<file path="config.mk">
export PLATFORM = sky130hd
export DESIGN_NAME = cr16_controller
export DESIGN_NICKNAME = d
export VERILOG_FILES = /design/src/rtl/cr16_controller.sv
export SDC_FILE = /design/constraint.sdc
export NUM_CORES = 1
export LEC_CHECK = 0
export CORE_ASPECT_RATIO = 2
export CORE_UTILIZATION = 40
export CTS_CLUSTER_SIZE = 40
export DETAILED_ROUTE_END_ITERATION = 6
export PLACE_DENSITY = 0.68
export SETUP_SLACK_MARGIN = 0.1
export SLEW_MARGIN = 20
export SYNTH_ARGS = -nofsm -noshare
export SYNTH_HDL_FRONTEND = slang
export SYNTH_SLANG_ARGS = --single-unit
export TNS_END_PERCENT = 5
</file>
<file path="constraint.sdc">
create_clock -name I_CLK -period 3.5 [get_ports I_CLK]
set_input_delay 0.7 -clock I_CLK [delete_from_list [all_inputs] [get_ports I_CLK]]
set_output_delay 0.7 -clock I_CLK [all_outputs]
set_load 0.005 [all_outputs]
</file>
<file path="src/rtl/cr16_controller.sv">
// CR16 instruction sequencer: FETCH -> DECODE -> EXECUTE (-> MEM -> WB for LOAD), HALT absorbing.
// Optional: define CR16_CONTROLLER_ILLEGAL_TRAP_EN to halt on undefined op/ext encodings (default: execute as NOP).
module cr16_controller #(
    parameter logic [15:0] RESET_PC = 16'h0000
) (
    input  logic        I_CLK,
    input  logic        I_RESET,
    input  logic        I_ENABLE,
    input  logic [15:0] I_INSTRUCTION,
    input  logic [4:0]  I_STATUS_FLAGS,
    output logic [15:0] O_PC,
    output logic        O_MEM_READ,
    output logic        O_MEM_WRITE,
    output logic [15:0] O_REG_WRITE_ENABLE,
    output logic [3:0]  O_REG_A_SELECT,
    output logic [3:0]  O_REG_B_SELECT,
    output logic [15:0] O_IMMEDIATE,
    output logic        O_IMMEDIATE_SELECT,
    output logic [3:0]  O_OPCODE,
    output logic        O_REG_DATA_SELECT,
    output logic        O_HALTED
);
    typedef enum logic [2:0] {S_FETCH, S_DECODE, S_EXECUTE, S_MEM, S_WB, S_HALT} state_t;

    localparam logic [3:0] ALU_ADD = 4'b0000, ALU_SUB = 4'b0100, ALU_AND = 4'b0110,
                           ALU_OR  = 4'b0111, ALU_XOR = 4'b1000, ALU_PASS_B = 4'b1010;
    // Function codes shared by register-form ext and immediate-form op.
    localparam logic [3:0] F_ADD = 4'b0101, F_SUB = 4'b1001, F_AND = 4'b0001, F_OR = 4'b0010,
                           F_XOR = 4'b0011, F_CMP = 4'b1011, F_MOV = 4'b1101;
    localparam logic [3:0] OP_REG = 4'b0000, OP_MEM = 4'b0100, OP_BCOND = 4'b1100, OP_LUI = 4'b1111;
    localparam logic [3:0] X_LOAD = 4'b0000, X_STOR = 4'b0100;

`ifdef CR16_CONTROLLER_ILLEGAL_TRAP_EN
    localparam bit TRAP_ILLEGAL = 1'b1;
`else
    localparam bit TRAP_ILLEGAL = 1'b0;
`endif

    typedef struct packed {
        logic        write;
        logic [3:0]  a_sel;
        logic [3:0]  b_sel;
        logic [15:0] imm;
        logic        imm_sel;
        logic [3:0]  alu_op;
        logic        mem_read;
        logic        mem_write;
        logic        load;
        logic        branch;
        logic        set_flags;
        logic        halt;
        logic        illegal;
    } ctrl_t;

    state_t      state, state_next;
    logic [15:0] pc, pc_next, ir, imm_sext;
    logic [4:0]  flags, flags_next, alu_m;
    logic [3:0]  op, rdest, ext, rsrc;
    logic [7:0]  imm8;
    logic        taken, unused_flags;
    ctrl_t       dec;

    assign op       = ir[15:12];
    assign rdest    = ir[11:8];
    assign ext      = ir[7:4];
    assign rsrc     = ir[3:0];
    assign imm8     = ir[7:0];
    assign imm_sext = {{8{imm8[7]}}, imm8};
    assign O_PC     = pc;
    assign unused_flags = ^flags[2:1];

    // Returns {valid, alu_op} for a function code.
    function automatic logic [4:0] alu_map(input logic [3:0] code);
        case (code)
            F_ADD:   return {1'b1, ALU_ADD};
            F_SUB:   return {1'b1, ALU_SUB};
            F_AND:   return {1'b1, ALU_AND};
            F_OR:    return {1'b1, ALU_OR};
            F_XOR:   return {1'b1, ALU_XOR};
            F_CMP:   return {1'b1, ALU_SUB};
            F_MOV:   return {1'b1, ALU_PASS_B};
            default: return {1'b0, ALU_ADD};
        endcase
    endfunction

    assign alu_m = alu_map((op == OP_REG) ? ext : op);

    always_comb begin
        // NOTE: every combinational output gets a default first so no path leaves it unassigned (no latches).
        dec = '0;
        if (ir == 16'h0000) begin
            dec.halt = 1'b1;
        end else begin
            case (op)
                OP_REG: begin
                    dec.illegal   = ~alu_m[4];
                    dec.a_sel     = rdest;
                    dec.b_sel     = rsrc;
                    dec.alu_op    = alu_m[3:0];
                    dec.write     = alu_m[4] && (ext != F_CMP);
                    dec.set_flags = (ext == F_ADD) || (ext == F_SUB) || (ext == F_CMP);
                end
                F_ADD, F_SUB, F_AND, F_OR, F_XOR, F_CMP, F_MOV: begin
                    dec.a_sel     = rdest;
                    dec.imm_sel   = 1'b1;
                    dec.alu_op    = alu_m[3:0];
                    dec.imm       = (op == F_AND || op == F_OR || op == F_XOR) ? {8'h00, imm8} : imm_sext;
                    dec.write     = (op != F_CMP);
                    dec.set_flags = (op == F_ADD) || (op == F_SUB) || (op == F_CMP);
                end
                OP_LUI: begin
                    dec.imm_sel = 1'b1;
                    dec.imm     = {imm8, 8'h00};
                    dec.alu_op  = ALU_PASS_B;
                    dec.write   = 1'b1;
                end
                OP_MEM: begin
                    dec.b_sel = rsrc;
                    if (ext == X_LOAD) begin
                        dec.mem_read = 1'b1;
                        dec.load     = 1'b1;
                    end else if (ext == X_STOR) begin
                        dec.a_sel     = rdest;
                        dec.mem_write = 1'b1;
                    end else begin
                        dec.illegal = 1'b1;
                    end
                end
                OP_BCOND: dec.branch = 1'b1;
                default:  dec.illegal = 1'b1;
            endcase
        end
    end

    // Branch conditions read the latched flags: [0]C [3]Z [4]N.
    always_comb begin
        case (rdest)
            4'b0000: taken = flags[3];
            4'b0001: taken = ~flags[3];
            4'b0010: taken = flags[0];
            4'b0011: taken = ~flags[0];
            4'b0110: taken = flags[4];
            4'b0111: taken = ~flags[4];
            4'b1110: taken = 1'b1;
            default: taken = 1'b0;
        endcase
    end

    always_comb begin
        state_next = state;
        pc_next    = pc;
        flags_next = flags;
        case (state)
            S_FETCH:  state_next = S_DECODE;
            S_DECODE: state_next = S_EXECUTE;
            S_EXECUTE: begin
                if (dec.halt || (dec.illegal && TRAP_ILLEGAL)) begin
                    state_next = S_HALT;
                end else if (dec.load) begin
                    state_next = S_MEM;
                end else begin
                    state_next = S_FETCH;
                    pc_next    = (dec.branch && taken) ? pc + imm_sext : pc + 16'd1;
                    if (dec.set_flags) flags_next = I_STATUS_FLAGS;
                end
            end
            S_MEM: state_next = S_WB;
            S_WB: begin
                state_next = S_FETCH;
                pc_next    = pc + 16'd1;
            end
            S_HALT:  state_next = S_HALT;
            default: state_next = S_FETCH;
        endcase
    end

    always_ff @(posedge I_CLK) begin
        // NOTE: sequential state uses non-blocking assignments so all registers update from pre-edge values.
        if (I_RESET) begin
            state <= S_FETCH;
            pc    <= RESET_PC;
            flags <= '0;
            ir    <= '0;
        end else if (I_ENABLE) begin
            state <= state_next;
            pc    <= pc_next;
            flags <= flags_next;
            if (state == S_DECODE) ir <= I_INSTRUCTION;
        end
    end

    always_comb begin
        O_MEM_READ         = 1'b0;
        O_MEM_WRITE        = 1'b0;
        O_REG_WRITE_ENABLE = '0;
        O_REG_A_SELECT     = '0;
        O_REG_B_SELECT     = '0;
        O_IMMEDIATE        = '0;
        O_IMMEDIATE_SELECT = 1'b0;
        O_OPCODE           = '0;
        O_REG_DATA_SELECT  = 1'b0;
        O_HALTED           = 1'b0;
        if (!I_RESET) begin
            case (state)
                S_FETCH: O_MEM_READ = 1'b1;
                S_EXECUTE: begin
                    O_REG_A_SELECT     = dec.a_sel;
                    O_REG_B_SELECT     = dec.b_sel;
                    O_IMMEDIATE        = dec.imm;
                    O_IMMEDIATE_SELECT = dec.imm_sel;
                    O_OPCODE           = dec.alu_op;
                    O_MEM_READ         = dec.mem_read;
                    O_MEM_WRITE        = dec.mem_write;
                    O_REG_WRITE_ENABLE = dec.write ? (16'h0001 << rdest) : 16'h0000;
                end
                S_WB: begin
                    O_REG_B_SELECT     = rsrc;
                    O_REG_DATA_SELECT  = 1'b1;
                    O_REG_WRITE_ENABLE = 16'h0001 << rdest;
                end
                S_HALT:  O_HALTED = 1'b1;
                default: ;
            endcase
            // A stalled controller must not strobe memory or write registers.
            if (!I_ENABLE) begin
                O_MEM_READ         = 1'b0;
                O_MEM_WRITE        = 1'b0;
                O_REG_WRITE_ENABLE = '0;
            end
        end
    end
endmodule

</file>
# After elaboration in Yosys (flattened, before gate mapping)
# Index checks and enable logic that the tools add are counted.
# Widths: inputs -> output; s select.
[totals]
inputBits = 24
regBits = 40
output_inout_bits = 65
wordCells = 119
[classes]
eq_ne = 36
shifts = 1
mux = 50
n_addsub = 2
bitwise_logic = 5
reduce_logical = 21
[ops]
columns = ["operator", "count"]
rows = [
  ["$mux 16", 9],
  ["$pmux 16 s2", 2],
  ["$eq 4x4->1 const B", 11],
  ["$mux 4", 9],
  ["$mux 35", 1],
  ["$pmux 17 s2", 1],
  ["$pmux 5 s6", 1],
  ["$eq 4x3->1 const B", 7],
  ["$eq 4x2->1 const B", 6],
  ["$pmux 4 s2", 3],
  ["$add 16x1->16 const B", 1],
  ["$add 16x16->16", 1],
  ["$logic_not 16->1", 1],
  ["$mux 1", 16],
  ["$shl 1x4->16 const A", 1],
  ["$pmux 3 s5", 1],
  ["$eq 4x1->1 const B", 3],
  ["$logic_not 4->1", 3],
  ["$ne 4x4->1 const B", 2],
  ["$reduce_or 8->1", 1],
  ["$pmux 1 s7", 1],
  ["$reduce_or 7->1", 1],
  ["$eq 3x2->1 const B", 2],
  ["$eq 3x3->1 const B", 2],
  ["other kinds (15)", 29],
]

# Logic depth before layout (Yosys ltp)
# Gate-level depths: netlist (run 1).
[depth]
ltp_word = 13
ltp_mapped = 10
ltp_nobuf = 10

# Worst setup path before layout (run 1)
# OpenSTA, ideal clock, no wires.
[synth_timing]
path_type = "register to output"
start = "register ir[7]"
end = "output port O_REG_WRITE_ENABLE[0]"
path_slack_ns = 0.773
arrival_time_ns = 2.027
path_stages_with_launch = 10
path_buffers = 2
cell_sequence = "dfxtp_1 -> buf_2 -> nor4b_1 -> o21bai_1 -> a211oi_1 -> a221oi_1 -> nor3_1 -> o21bai_2 -> buf_2 -> nor4_1"
[synth_via]
elab_chain_len = 11
word_cells_on_any_way = 19
cone_classes = "8 x eq/ne; 8 x mux; 3 x reduce/logical"
[synth_lines]
columns = ["element", "line_no", "source"]
rows = [
  ["start, declared", "56", "logic [15:0] pc, pc_next, ir, imm_sext;"],
  ["start signal, assigned", "183", "ir <= '0;"],
  ["start signal, assigned", "188", "if (state == S_DECODE) ir <= I_INSTRUCTION;"],
  ["$mux 4", "86", "assign alu_m = alu_map((op == OP_REG) ? ext : op);"],
  ["$eq 4x4->1", "74", "case (code)"],
  ["$reduce_or 2->1 (no source line)", "--", ""],
  ["$pmux 5 s6", "74", ""],
  ["$logic_and 1x1->1", "100", "dec.write = alu_m[4] && (ext != F_CMP);"],
  ["$pmux 1 s3", "94", "case (op)"],
  ["$mux 35 *", "91", "if (ir == 16'h0000) begin"],
  ["$mux 16 *", "214", "O_REG_WRITE_ENABLE = dec.write ? (16'h0001 << rdest) : 16'h0000;"],
  ["$pmux 16 s2 *", "204", "case (state)"],
  ["$mux 16 *", "225", "if (!I_ENABLE) begin"],
  ["$mux 16 *", "203", "if (!I_RESET) begin"],
  ["end, declared", "14", "output logic [15:0] O_REG_WRITE_ENABLE,"],
]
# Mark *: on every way between the ends. The rest lies on a longest branch, timed or not.

# Final worst setup path (run 1)
[layout_timing]
start = "register ir[0]"
end = "output port O_REG_A_SELECT[0]"
[layout_via]
elab_chain_len = 4
[layout_lines]
columns = ["element", "line_no", "source"]
rows = [
  ["$logic_not 16->1", "91", ""],
  ["$mux 35", "91", ""],
  ["$mux 4", "204", ""],
  ["$mux 4", "203", ""],
  ["end, declared", "15", "output logic [3:0] O_REG_A_SELECT,"],
]
# Every way passes these cells.

==> results of run 1 <==
==> kinds of logic after synthesis <==
group	synth area share, %
and+or+nand+nor	32.4
AOI/OAI and AO/OA	26.8
buffers and inverters	5.77
DFF	22.2
xor gates and xnor gates	4.35
adders and majority gates	6.43
muxes	2.05
==> sequential cells by signal (all words and copies together) (netlist names) <==
name and count:
O_PC 16, ir 16, flags 3, state 3
==> final cells by class <==
type / instances / area (sq um)
tap: 98 / 123
clock inverter: 2 / 12.5
sequential: 38 / 768
fill: 812 / 3550
inverter: 12 / 45.0
multi-input combinational: 403 / 2520
clock buffer: 6 / 139
timing repair buffer: 124 / 1130
==> synth_stat cells (4+ instances only) <==
| cell type | number | area share (%) |
|---|---|---|
| xor2_1 | 10 | 2.6 |
| ha_1 | 16 | 5.8 |
| xnor2_1 | 7 | 1.8 |
| a211oi_1 | 4 | 0.88 |
| nor4_1 | 9 | 1.6 |
| and3_1 | 4 | 0.73 |
| nor2_1 | 38 | 4.2 |
| nand2_1 | 70 | 7.7 |
| a21oi_1 | 53 | 7.7 |
| inv_1 | 12 | 1.3 |
| buf_2 | 11 | 1.6 |
| clkbuf_1 | 20 | 2.2 |
| o21ai_0 | 21 | 3.1 |
| nor3_1 | 30 | 4.4 |
| or3_1 | 6 | 1.1 |
| nor2b_1 | 8 | 1.5 |
| a21o_1 | 8 | 1.8 |
| nand3_1 | 10 | 1.5 |
| nand2b_1 | 9 | 1.6 |
| o22ai_1 | 4 | 0.73 |
| mux2i_1 | 7 | 2.0 |
| dfxtp_1 | 38 | 22 |
| a31oi_1 | 8 | 1.5 |
| a22oi_1 | 6 | 1.3 |
| and2_1 | 14 | 2.6 |
==> per-stage QoR <==
stage | setup slack [ns] | instance area, sq um | power (mW) | hold WS, ns
6_report | 0.0851 | 4740 | 1.15 | 0.528
3_3_place_gp | 0.0197 | 4510 | 0.670 | 0.508
4_1_cts | 0.0492 | 4710 | 1.14 | 0.533
3_5_place_dp | 0.0167 | 4510 | 0.674 | 0.517
2_1_floorplan | 0.773 | 3420 | 0.586 | 0.476
5_1_grt | -0.0163 | 4740 | 1.19 | 0.561
==> power by group through the flow <==
stage / Sequential, mW / Clock [mW] / Combinational (mW)
6_report: 0.460 / 0.464 / 0.223
2_1_floorplan: 0.461 / 0 / 0.125
3_5_place_dp: 0.467 / 0 / 0.206
4_1_cts: 0.460 / 0.468 / 0.215
5_1_grt: 0.462 / 0.489 / 0.244
3_3_place_gp: 0.467 / 0 / 0.204
==> repair_timing <==
item	CTS	global route
endpoints found under the hold margin	0	0
resized for setup	29	3
pin swaps	4	4
setup endpoints to repair	32	17
setup buffers	1	3
cloned	0	0
==> worst min-delay path by stage <==
stage | to | slack (ns) | depth (start not counted)
global placement | flags[0] | 0.51 | 2
global route | flags[0] | 0.56 | 2
floorplan | ir[3] | 0.48 | 2
finish | flags[3] | 0.53 | 2
detailed placement | flags[3] | 0.52 | 2
CTS | flags[3] | 0.53 | 2
==> worst max-delay path: cells and delay by family (launching register included) <==
family	cells	cell delay, ns
compound gates	1	0.06
buf+inv	2	0.57
flops	1	0.31
simple gates	5	1.49
==> layer usage <==
layer  share of wire, %  vias to the layer above  global-route usage [%]
met5                  0                        -                       0
met4                5.2                        0                    17.6
met3                3.8                       39                    3.36
met2                 56                      139                    50.4
li1                   -                     1969                       -
met1                 35                     1869                    28.2
==> results summary, run 1 <==
The largest fanout on the critical path is 5. The cell row count is 47. The leftover overflow at the end of global routing is 0.

During I/O placement, the number of pins put on the boundary was 89. The wire length reported by the detailed router is 11.8 mm. The count of flip-flops with a built-in enable after synthesis came out at 0. The count of final hold-check violations came to 0.

The worst register-to-register path begins at O_PC[0]. The post-route fraction of the period consumed by the critical path is 97.6%. In this run the power spent charging and discharging nets is 0.318 mW. The critical hold path startpoint is flags[3].

The number of vias in the routed layout is 4016. The number of antenna violations at the first check in global routing came out at 0. A synthesized cell averages 7.03 sq um.

TritonCTS built the clock tree. The register-to-register setup slack is 0.66 ns. Derived from the worst setup path, the maximum achievable clock frequency is 293 MHz. The final standard cell utilization of the core came out at 57.2%. In the synthesized netlist the dominant register cell turns out to be dfxtp_1. The first routing iteration left 233 violations. The count of nets left with antenna violations once routing finished came out at 0. The stage delay of the slowest cell on the critical path came out at 0.57 ns. The share of final-layout standard cells stronger than drive strength 1 came out at 11.8%. The weighted congestion reported at the end of routability-driven placement came out at 0.907. Setup violations remaining at the end of the flow were counted as 0. For the worst flop-to-flop path, the logic depth is 10. Sequential cells were found to cover 22.2% of the synthesized design area. The share of total power in combinational logic came out at 19.4%.

The signal on the critical path passes through or4_4, nor4_4, and3b_2, or3_4, buf_4, a21oi_2, and2_1, clkdlybuf4s50_1. The run finished with clean final reports. The first-pass GRT wire length came out at 19.1 mm. The internal power component is 0.829 mW. The number of clock buffers inserted by TritonCTS is 5. The required time of the critical path came out at 2.80 ns. The post-synthesis net count is 528. The number of global-route vias before repair came out at 3962. The number of design rule violations left after detail routing came out at 0.

The initial standard-cell utilization of the core is 41.3%. The worst path arrival time is 2.71 ns. The die is 133 microns tall.

The final net count came out at 625. The clock network latency to the later pin of the worst-skew pair is 0.28 ns. The antenna diode count came out at 0. For the pin with the worst max-slew slack, the measured transition is 0.708 ns. The capturing point of the worst reg2reg path is O_PC[10]. The maximum resistive drop on vdd came out at 249 uV. The worst slew margin relative to its limit came out at 52.4%. The HPWL after detailed placement is 9.21 mm. The floorplan core area came out at 8290 sq um. In the layout the commonest cells are 73 x clkdlybuf4s50_1, 70 x nand2_1, 52 x a21oi_1, 37 x nor2_1, 36 x buf_4.

By startpoint and endpoint, the worst setup path is classified as reg -> out. The type of the tightest min-delay check is reg -> reg. The first-pass iteration count of the detailed router is 4.

The number of standard cells after synthesis came out at 487. Input and output buffers added on the ports amount to 86. Leaving out fill and tap cells, the most frequent cell in the layout is clkdlybuf4s50_1.

The mapped cell area is 3420 sq um. The most critical setup path has its startpoint at ir[0]. The fraction of power spent switching nets came out at 27.7%. The power density of the placed cells came out at 242 nW/um^2. The share of total power in the clock network came out at 40.5%. The area growth from synthesis to layout is 38.5%. The area of the die came out at 8950 sq um. The number of buffers between clock root and the deepest sink came out at 2. The cell chosen for the clock root is clkbuf_16.

The number of instances in the placed design is 671. The slowest cell on the critical path is or4_4. The count of final max-slew check failures came out at 0. In this run the number of H-tree levels came out at 2. The sort of element at the end of the critical path is an output pin. After clock tree synthesis, the clock-pin slew on the worst setup and hold paths is 0.06 ns. The post-detailed-route wirelength per cell is 17.2 microns. The floorplan step set the die width to 67.4 microns. On the final layout, the worst clock skew is 0.00582 ns. The post-synthesis async set-or-reset flop share is 0%. The post-synthesis sequential element count came out at 38.

The number of warnings reported in the yosys synthesis log came out at 0. The clock net in this run drives a total of 38 sinks. Adding up every negative setup slack in the final design gives 0 ns. The tool flagged a number of max-cap violations equal to 0. Setup repair after global routing could not meet its margin everywhere. The pin count of the biggest net entering global routing is 46.

The part of the power in registers came out at 40.1%. The global routing usage summed across all routing layers came out at 27.8%. After clock tree synthesis, the flow added hold-fix buffers numbering 0. In this run the worst setup path terminates at O_REG_A_SELECT[0]. The number of cells in the finished layout apart from fillers came out at 683. The critical path launch point type is a flip-flop. Summed over all cells, the static leakage comes to 1.80 nW. The via-per-instance ratio came out at 5.88.

The shortest clock period the worst path allows after layout came out at 3.41 ns. The number of distinct library cell variants in the gate-level netlist after synthesis is 64.
(Power assumes the default switching activity.)
==> run 2: changes to the inputs <==
--- a/config.mk
+++ b/config.mk
@@ -5,6 +5,7 @@
 export SDC_FILE = /design/constraint.sdc
 export NUM_CORES = 1
 export LEC_CHECK = 0
+export CAP_MARGIN = 30
 export CORE_ASPECT_RATIO = 2
 export CORE_UTILIZATION = 40
 export CTS_CLUSTER_SIZE = 40
==> results of run 2 <==
Final layout, timing and power as in run 1 (identical DEF).
==> run 3: changes to the inputs <==
==> constraint.sdc (replaced) <==
create_clock -name I_CLK -period 3.15 [get_ports I_CLK]
set_input_delay 0.63 -clock I_CLK [delete_from_list [all_inputs] [get_ports I_CLK]]
set_output_delay 0.63 -clock I_CLK [all_outputs]
set_load 0.005 [all_outputs]
==> run 3 against run 2 <==
  * Critical path type unchanged
  * Non-clock buffer count grew 15
  * Clock-buffer cell count up 1
  * Sequential power up 9.8%
==> results summary, run 3 (synthesis gave the netlist of run 1 again) <==
The worst hold path belongs to the class reg -> reg. The number of vias in the routed layout came out at 4148. 0 antenna diodes ended up in the layout. The critical path in this run is classified as reg -> out. The startpoint identified for the worst register-to-register timing path is ir[0]. The critical hold path startpoint is ir[13]. The capturing point of the worst reg2reg path is O_PC[10]. The width of the die came out at 67.4 microns. On the critical path the largest part of the delay comes from simple AND/OR/NAND/NOR gates. The signal on the critical path passes through or4_4, nor4_4, and3b_2, nor3_1, o21bai_2, buf_6, buf_12, nor3_1, dlygate4sd2_1. The clock tree synthesis step divided the H-tree into 2 levels.

In this run, the number of DRC markers left after iteration 0 of detailed routing was 217. TritonCTS built the clock tree. The maximum resistive drop on vdd came out at 193 uV. STA classifies the critical path endpoint as an output pin. The number of cells in the finished layout apart from fillers came out at 698. Across every metal layer, demand over resource in global routing totals 28.8%.

The count of final max-slew check failures came to 0. The leakage power summed over all cells came out at 1.98 nW. Summed over all layers, the global routing overflow is 0. The cell row count came out at 47. From synthesis to final layout, the design area changed by 43.1%. At the worst endpoint, the required time is 2.52 ns. The worst slew margin relative to its limit came out at 53.3%. Across the run, the number of max-cap violations was 0. The clock edge transition at the registers on the reported setup and hold paths is 0.06 ns. For met1 alone, demand over resource in global routing was 28.8%. Setup repair after global routing could not meet its margin everywhere. The area of the die is 8950 sq um. Hold repair after CTS inserted 0 buffers.

The via-per-instance ratio is 5.94. The number of nets with antenna violations after detailed routing came out at 0. The height of the die is 133 microns. The weighted congestion reported at the end of routability-driven placement is 0.987. The tree is rooted in a clkbuf_16. The sum of buffers and inverters on the critical path is 3. The pre-CTS setup slack came out at -0.105 ns.

The hold-critical path endpoint is ir[13]. The clock network latency to the later pin of the worst-skew pair came out at 0.29 ns. The cell depth of the worst min-delay path came out at 2.

The shortest clock period the worst path allows after layout is 3.09 ns. The library cell used most frequently in the layout, excluding fill and tap cells, is nand2_1. The pin count of the biggest net entering global routing came out at 35. The number of antenna violations at the first check in global routing is 0. The number of placed instances, taps included, is 687.

The total of endpoints with negative setup slack in the final report is 0. The final net count came out at 640. The worst path uses 98.2% of the clock period. The count of buffers added on input and output ports is 86. The worst path arrival time came out at 2.46 ns. The largest fanout on the critical path came out at 12.

The slowest cell on the critical path is or4_4. The highest clock rate is 323 MHz. The number of clock buffers inserted by TritonCTS came out at 5. The worst hold slack came out at 0.491 ns.

In this run the count of I/O pins placed on the die edge is 89. The critical path launch point type is a flip-flop. The met2 track demand over resource in global routing is 53.3%. In the layout the commonest cells are 69 x nand2_1, 50 x a21oi_1, 50 x buf_4, 49 x clkdlybuf4s50_1, 34 x nor2_1. Between clock sinks in the finished design, the worst skew comes to 0.00698 ns.

The flow ran to the end, and the final reports show no timing, DRC or antenna violations. The stage delay of the slowest cell on the critical path is 0.58 ns. The half-perimeter wire length after placement is 9.54 mm. The layer carrying the most global-route usage is met2. The wire length reported by the detailed router is 12.4 mm.

Cells with a size suffix above 1 make up 16.0% of the layout. Clock tree synthesis found a total of 38 sinks. By instance count, the cell type seen most on the critical path is nor3_1.

The register-to-register setup slack came out at 0.39 ns. The first-pass iteration count of the detailed router is 4. The number of design rule violations left after detail routing came out at 0.

The slack of the critical path came out at 0.0582 ns. The transition time at the pin with the least slew margin came out at 0.695 ns. The initial standard-cell utilization of the core came out at 41.3%. The count of final hold-check violations is 0. The power density of the placed cells came out at 268 nW/um^2.

Counting cells, the worst reg-to-reg path comes to 11. The number of buffers between clock root and the deepest sink came out at 2. The met3 track demand over resource is 3.36%. In the final routed layout, each cell accounts on average for 17.7 microns. The floorplan step defined a core boundary enclosing 8290 sq um. The first global-routing pass estimated 19.7 mm of wire.

The number of global-route vias before repair came to 4093.
run 3: cell count changes in the layout (fill, tap and decap cells not counted), moves of 3 or more:
cell             change
buf_4               +14
dlygate4sd2_1       +16
nor2_2               +4
nor2_1               -3
clkdlybuf4s15_1      +7
clkdlybuf4s50_1     -24
run 3: worst max path at each step:
stage	from	to	slack, ns	cells after the start
3_3_place_gp	ir[12]	O_MEM_READ	-0.12	9
2_1_floorplan	ir[7]	O_REG_WRITE_ENABLE[0]	0.49	9
6_report	ir[0]	O_REG_WRITE_ENABLE[5]	0.06	9
4_1_cts	ir[0]	O_REG_WRITE_ENABLE[5]	0.09	9
3_5_place_dp	I_RESET	O_IMMEDIATE[11]	-0.11	5
5_1_grt	ir[0]	O_REG_WRITE_ENABLE[13]	0.005	9
run 3: final cells by class:
class | instances | area (sq um)
clock buffer | 7 | 143
clock inverter | 1 | 5.00
fill | 812 | 3390
inverter | 12 | 45.0
multi-input combinational | 403 | 2570
sequential | 38 | 769
tap | 98 | 123
timing repair buffer | 139 | 1240
run 3: tightest hold or removal path: stages (launching register included):
cell and delay (ns):
dfxtp_2 0.34, nand2_1 0.06, a21oi_1 0.05
run 3: report_power, final:
part,internal [mW],leakage (nW),total [mW],switching (mW)
registers,0.492,0.310,0.505,0.0126
clock network,0.315,0.0739,0.526,0.211
logic,0.132,1.60,0.281,0.149
run 3: what timing repair did:
item                                    4_1_cts  5_1_grt
gates resized for setup                      70        6
buffers inserted                              2        1
endpoints found under the setup margin       44       25
pin swaps                                     9        3
run 3: stage by stage:
stage	total power [mW]	utilization, %	area, sq um	TNS (ns)
final	1.31	59.1	4900	0
after global routing	1.37	59.1	4900	0
after CTS	1.30	58.6	4860	0
after detailed placement	0.773	56.0	4640	-1.13
after global placement	0.770	56.0	4640	-1.21
after floorplan	0.651	-	3420	0
run 3: layer usage:
metal	part of all wire [%]	up-vias
li1	-	2001
met1	36	1969
met2	55	127
met3	2.7	51
met4	5.9	0
met5	0	-
